### config.mk
export PLATFORM = sky130hd
export DESIGN_NAME = pe_stream_arbiter
export DESIGN_NICKNAME = d
export VERILOG_FILES = /design/src/rtl/pe_stream_arbiter_pkg.sv /design/src/rtl/pe_stream_arbiter_rr_pick.sv /design/src/rtl/pe_stream_arbiter.sv
export SDC_FILE = /design/constraint.sdc
export NUM_CORES = 1
export LEC_CHECK = 0
export BUFFER_PORTS_ARGS = -buffer_cell sky130_fd_sc_hd__buf_2
export CAP_MARGIN = 20
export CORE_AREA = 2 2 257 259
export CTS_BUF_LIST = sky130_fd_sc_hd__clkbuf_8 sky130_fd_sc_hd__clkbuf_16
export DETAILED_ROUTE_END_ITERATION = 10
export DIE_AREA = 0 0 259 261
export SKIP_LAST_GASP = 1
export SLEW_MARGIN = 30
export SYNTH_ARGS = -nofsm -noshare
export SYNTH_HDL_FRONTEND = slang
export SYNTH_SLANG_ARGS = --single-unit
export TNS_END_PERCENT = 20
### constraint.sdc
create_clock -name clk -period 2.5 [get_ports clk]
set_input_delay 0.125 -clock clk [delete_from_list [all_inputs] [get_ports clk]]
set_output_delay 0.125 -clock clk [all_outputs]
set_load 0.05 [all_outputs]
### src/rtl/pe_stream_arbiter_pkg.sv
// Shared definitions for the PE stream arbiter: FSM encoding and default sizing.
package pe_stream_arbiter_pkg;

  typedef enum logic {
    ST_ARB   = 1'b0,
    ST_BURST = 1'b1
  } arb_state_t;

  localparam int DEF_AXIS_WIDTH = 128;
  localparam int DEF_MAX_BURST  = 16;

endpackage

### src/rtl/pe_stream_arbiter_rr_pick.sv
// Round-robin search: first set bit of req starting just after index last.
module rr_pick
  import pe_stream_arbiter_pkg::*;
#(
  parameter int N = 4,
  parameter int W = 2
) (
  input  logic [N-1:0] req,
  input  logic [W-1:0] last,
  output logic [W-1:0] idx,
  output logic         found
);

  localparam int IW = (N > 1) ? $clog2(N) : 1;

  // Walk from the farthest candidate back to the nearest so the nearest wins.
  always_comb begin
    idx   = '0;
    found = 1'b0;
    for (int k = N; k >= 1; k--) begin
      int c;
      c = (int'(last) + k) % N;
      if (req[c[IW-1:0]]) begin
        idx   = W'(c);
        found = 1'b1;
      end
    end
  end

endmodule

### src/rtl/pe_stream_arbiter.sv
// Round-robin burst arbiter merging NUM_REQ valid/ready streams onto one registered output.
//   state    | meaning
//   ST_ARB   | no owner; pick next requester round-robin, all req_ready low
//   ST_BURST | requester last_grant owns the output until last beat or MAX_BURST beats
module pe_stream_arbiter
  import pe_stream_arbiter_pkg::*;
#(
  parameter int AXIS_WIDTH = DEF_AXIS_WIDTH,
  parameter int NUM_REQ    = 4,
  parameter int MAX_BURST  = DEF_MAX_BURST,
  parameter int ID_WIDTH   = $clog2(NUM_REQ)
) (
  input  logic                          clk,
  input  logic                          reset,
  input  logic                          ap_start,
  input  logic [NUM_REQ*AXIS_WIDTH-1:0] req_din,
  input  logic [NUM_REQ-1:0]            req_val,
  input  logic [NUM_REQ-1:0]            req_last,
  output logic [NUM_REQ-1:0]            req_ready,
  output logic [AXIS_WIDTH-1:0]         dout,
  output logic                          val_out,
  output logic                          last_out,
  output logic [ID_WIDTH-1:0]           grant_id,
  input  logic                          ready_downward
);

  localparam int CNT_W = $clog2(MAX_BURST + 1);

  arb_state_t            state, state_n;
  logic [ID_WIDTH-1:0]   last_grant, last_grant_n;
  logic [ID_WIDTH-1:0]   pick_idx;
  logic                  pick_found;
  logic [CNT_W-1:0]      beat_cnt, beat_cnt_n;
  logic                  can_load;
  logic                  accept;
  logic                  sel_val;
  logic                  sel_last;
  logic [AXIS_WIDTH-1:0] sel_din;

  rr_pick #(
    .N(NUM_REQ),
    .W(ID_WIDTH)
  ) u_rr_pick (
    .req  (req_val),
    .last (last_grant),
    .idx  (pick_idx),
    .found(pick_found)
  );

  // last_grant doubles as the current owner while in ST_BURST.
  always_comb begin
    sel_val  = 1'b0;
    sel_last = 1'b0;
    sel_din  = '0;
    for (int i = 0; i < NUM_REQ; i++) begin
      if (last_grant == ID_WIDTH'(i)) begin
        sel_val  = req_val[i];
        sel_last = req_last[i];
        sel_din  = req_din[i*AXIS_WIDTH +: AXIS_WIDTH];
      end
    end
  end

  assign can_load = ap_start & (~val_out | ready_downward);
  assign accept   = (state == ST_BURST) & can_load & sel_val;

  always_comb begin
    req_ready = '0;
    for (int i = 0; i < NUM_REQ; i++) begin
      req_ready[i] = (state == ST_BURST) & can_load & (last_grant == ID_WIDTH'(i));
    end
  end

  always_ff @(posedge clk) begin
    if (reset) begin
      state      <= ST_ARB;
      last_grant <= ID_WIDTH'(NUM_REQ - 1);
      beat_cnt   <= '0;
    end else begin
      state      <= state_n;
      last_grant <= last_grant_n;
      beat_cnt   <= beat_cnt_n;
    end
  end

  always_comb begin
    state_n      = state;
    last_grant_n = last_grant;
    beat_cnt_n   = beat_cnt;
    if (ap_start) begin
      case (state)
        ST_ARB: begin
          if (pick_found) begin
            state_n      = ST_BURST;
            last_grant_n = pick_idx;
            beat_cnt_n   = '0;
          end
        end
        ST_BURST: begin
          if (accept) begin
            beat_cnt_n = beat_cnt + CNT_W'(1);
            if (sel_last || (beat_cnt_n == CNT_W'(MAX_BURST))) begin
              state_n = ST_ARB;
            end
          end
        end
        default: state_n = ST_ARB;
      endcase
    end
  end

  always_ff @(posedge clk) begin
    if (reset) begin
      dout     <= '0;
      val_out  <= 1'b0;
      last_out <= 1'b0;
      grant_id <= '0;
    end else if (accept) begin
      dout     <= sel_din;
      val_out  <= 1'b1;
      last_out <= sel_last;
      grant_id <= last_grant;
    end else if (ap_start && ready_downward) begin
      val_out <= 1'b0;
    end
  end

endmodule
==> results.toml <==
[clock_network]
cts_buffers = 17
htree_levels = 4
cts_tree = "done"
clockBufferDepth = 2
clock_latency_ns = 0.47
root_buffer = "clkbuf_16"
cts.clk_slew.worst_paths_ns = 0.07
clock-sinks = 140

[detailed_routing]
wl_um = 53530
num_vias = 13025
ant_nets = 0
drc = 0
viasPerCell = 4.704
drtIter0Drc = 986
avgRoutedWirePerCell_um = 19.33
dr.pass1.iters = 5

[worst_setup_path]
path_depth = 8
slowest_stage = "a221o_4"
cp_num_buf_inv = 3
path_cells = "inv_1, ha_4, nand3b_2, a221o_4, buf_12, buf_12, a221oi_2, a221oi_2"
end_kind = "register"
required_ns = 2.81
start_kind = "register"
slowest_delay_ns = 0.42
r2r_slack_ns = 0.16
r2r_cells = 8
path_class = "reg2reg"
arrival_ns = 2.65
critical_path.top_delay_family = "compound AO/OA/AOI/OAI gates"
path_max_fanout = 29
r2r_start = "last_grant[1]$_SDFFE_PP1P_"
rr_endpoint = "dout[109]$_SDFFE_PP0N_"

[placement]
placedCellCount = 2659
io_buffers = 659
pre_cts_ws_ns = 0.1996
dp_hpwl_um = 40850
place_congestion = 0.8987

[finish]
mostFrequentLayoutCell = "buf_2"
final_core_util_pct = 25.29
finalNonFillerCells = 2769
fillCellCount = 7044
drive_gt1_share_pct = 48.00
syn_to_final_growth_pct = 53.59
final_cell_mix = "658 x buf_2, 237 x o211ai_1, 211 x nand2_1"
fin_nets = 2413

[global_route]
grtUsageMet2_pct = 24.24
grt_busiest_layer = "met2"
grt_pass1_wl_um = 75710
grt_usage_pct = 14.87
grt_pass1_vias = 12182
antenna_found_initial = 12
use_met1_pct = 18.55
grt_max_degree = 100
grt-ovfl-total = 0
use_met3_pct = 3.930

[sta]
max_freq_ghz = 0.4270
whs_ns = 0.06849
worst_pin_slew_ns = 0.6570
drv_slew = 0
finalSetupTns_ns = 0
clock_skew_ns = 0.01769
fin_ws_ns = 0.1580
finalSetupViolations = 0
rsz0062_at_grt = "no"
hold_violations = 0
slew_headroom_pct = 56.20
period_minus_slack_ns = 2.342
fin_crit_sh_pct = 93.68

[floorplanning]
num_rows = 94
start_util_pct = 16.46
die_w_um = 259
dieArea_um2 = 67600
io_pins = 660
coreArea_um2 = 65040
die-height_um = 261

[yosys]
synth_top_area_share_pct = 26.17
netlist_instances = 1259
yosys_most_used_dff = "dfxtp_1"
yosys_warnings = 0
synth.avg_cell_area_um2 = 8.505
synthTopCellsByArea = "dfxtp_1 26%, a221oi_2 20%, o211ai_1 17%, a221oi_1 9.2%, nand2_1 7.5%"
seq_area_frac_synth_pct = 26.17
synth-seq-cells = 140
async_flop_share_pct = 0
synth-edff-count = 0
yosysTopAreaCell = "dfxtp_1"
synth_cell_types = 45
synth.cell_area_um2 = 10710
synth_fp_nets = 1789

[hold_path]
hold_start = "req_din[327]"
hold_path.class = "in2reg"
hold_depth = 3
hold_path_end = "dout[71]$_SDFFE_PP0N_"

[pwr]
vdd_drop_max_mv = 0.3922
leakage_nw = 6.225
power_density_nw_per_um2 = 561.2

[run_status]
status = "finished, final reports clean"

[flow_run]
drv_cap = 0
## final cells by class
class / count / area (um2) / area share [%]
flip-flops and latches: 140 / 2803 / 17.04
well taps: 864 / 1081 / 6.573
clock inverters: 12 / 216.5 / 1.316
multi-input cells: 809 / 6689 / 40.67
diodes: 9 / 22.52 / 0.1369
repair buffers: 780 / 4651 / 28.28
clock buffers: 20 / 466.7 / 2.838
inverters: 135 / 516.7 / 3.142
## logic make-up after synthesis
family | count (synthesis) | share of synthesized area, %
fa+ha+maj | 6 | 0.7011
buf+inv | 310 | 12.07
mux | 4 | 0.6193
flops | 140 | 26.17
compound gates | 554 | 51.22
simple gates | 245 | 9.219
## worst reg2reg max path, cell delays in order, from the launching register on
cell and delay [ns]:
dfxtp_1 0.33, inv_1 0.13, ha_4 0.23, nand3b_2 0.26, a221o_4 0.42, buf_12 0.19
buf_12 0.23, a221oi_2 0.31, a221oi_2 0.09
## worst max path at each step
stage | from | endpoint | slack [ns]
after global routing | last_grant[0]$_SDFFE_PP1P_ | dout[7]$_SDFFE_PP0N_ | 0.006
after CTS | last_grant[0]$_SDFFE_PP1P_ | req_ready[3] | 0.03
final | last_grant[1]$_SDFFE_PP1P_ | dout[109]$_SDFFE_PP0N_ | 0.16
after global placement | last_grant[1]$_SDFFE_PP1P_ | dout[2]$_SDFFE_PP0N_ | 0.23
after floorplan | last_grant[0]$_SDFFE_PP1P_ | req_ready[2] | 0.15
after detailed placement | last_grant[1]$_SDFFE_PP1P_ | dout[109]$_SDFFE_PP0N_ | 0.20
## per-stage QoR
step / instance area, um2 / power (W)
2_1_floorplan: 10710 / 0.004753
3_3_place_gp: 15060 / 0.006109
3_5_place_dp: 15060 / 0.006119
4_1_cts: 16390 / 0.009381
5_1_grt: 16440 / 0.009710
6_report: 16450 / 0.009229
## registers in the layout, summed over array words and instances, names as in the netlist
register	count
dout	128
beat_cnt	5
grant_id	2
last_grant	2
last_out	1
state	1
val_out	1
## power by group
group / switching (W) / internal [W]
sequential: 0.0000748 / 0.00237
combinational: 0.00242 / 0.00129
clock: 0.00113 / 0.00194
## synthesized netlist by cell type (9+ instances only)
cell	number
a221o_1	28
a221oi_1	113
a221oi_2	146
buf_1	10
buf_2	25
buf_6	9
clkbuf_1	123
dfxtp_1	140
inv_1	133
nand2_1	213
o211ai_1	237
## routing by layer
metal | vias up | wire [um]
met2 | 626 | 25150
met1 | 6105 | 22320
met5 | - | 13
met4 | 2 | 1571
li1 | 6205 | -
met3 | 87 | 4479
## what timing repair did
action | 4_1_cts | 5_1_grt
hold buffers | 65 | 0
endpoints found under the setup margin | 0 | 1
buffers inserted | 0 | 4
hold endpoints to repair | 64 | 0
gates resized for setup | 0 | 0
Power figures use the tool's default switching activity.
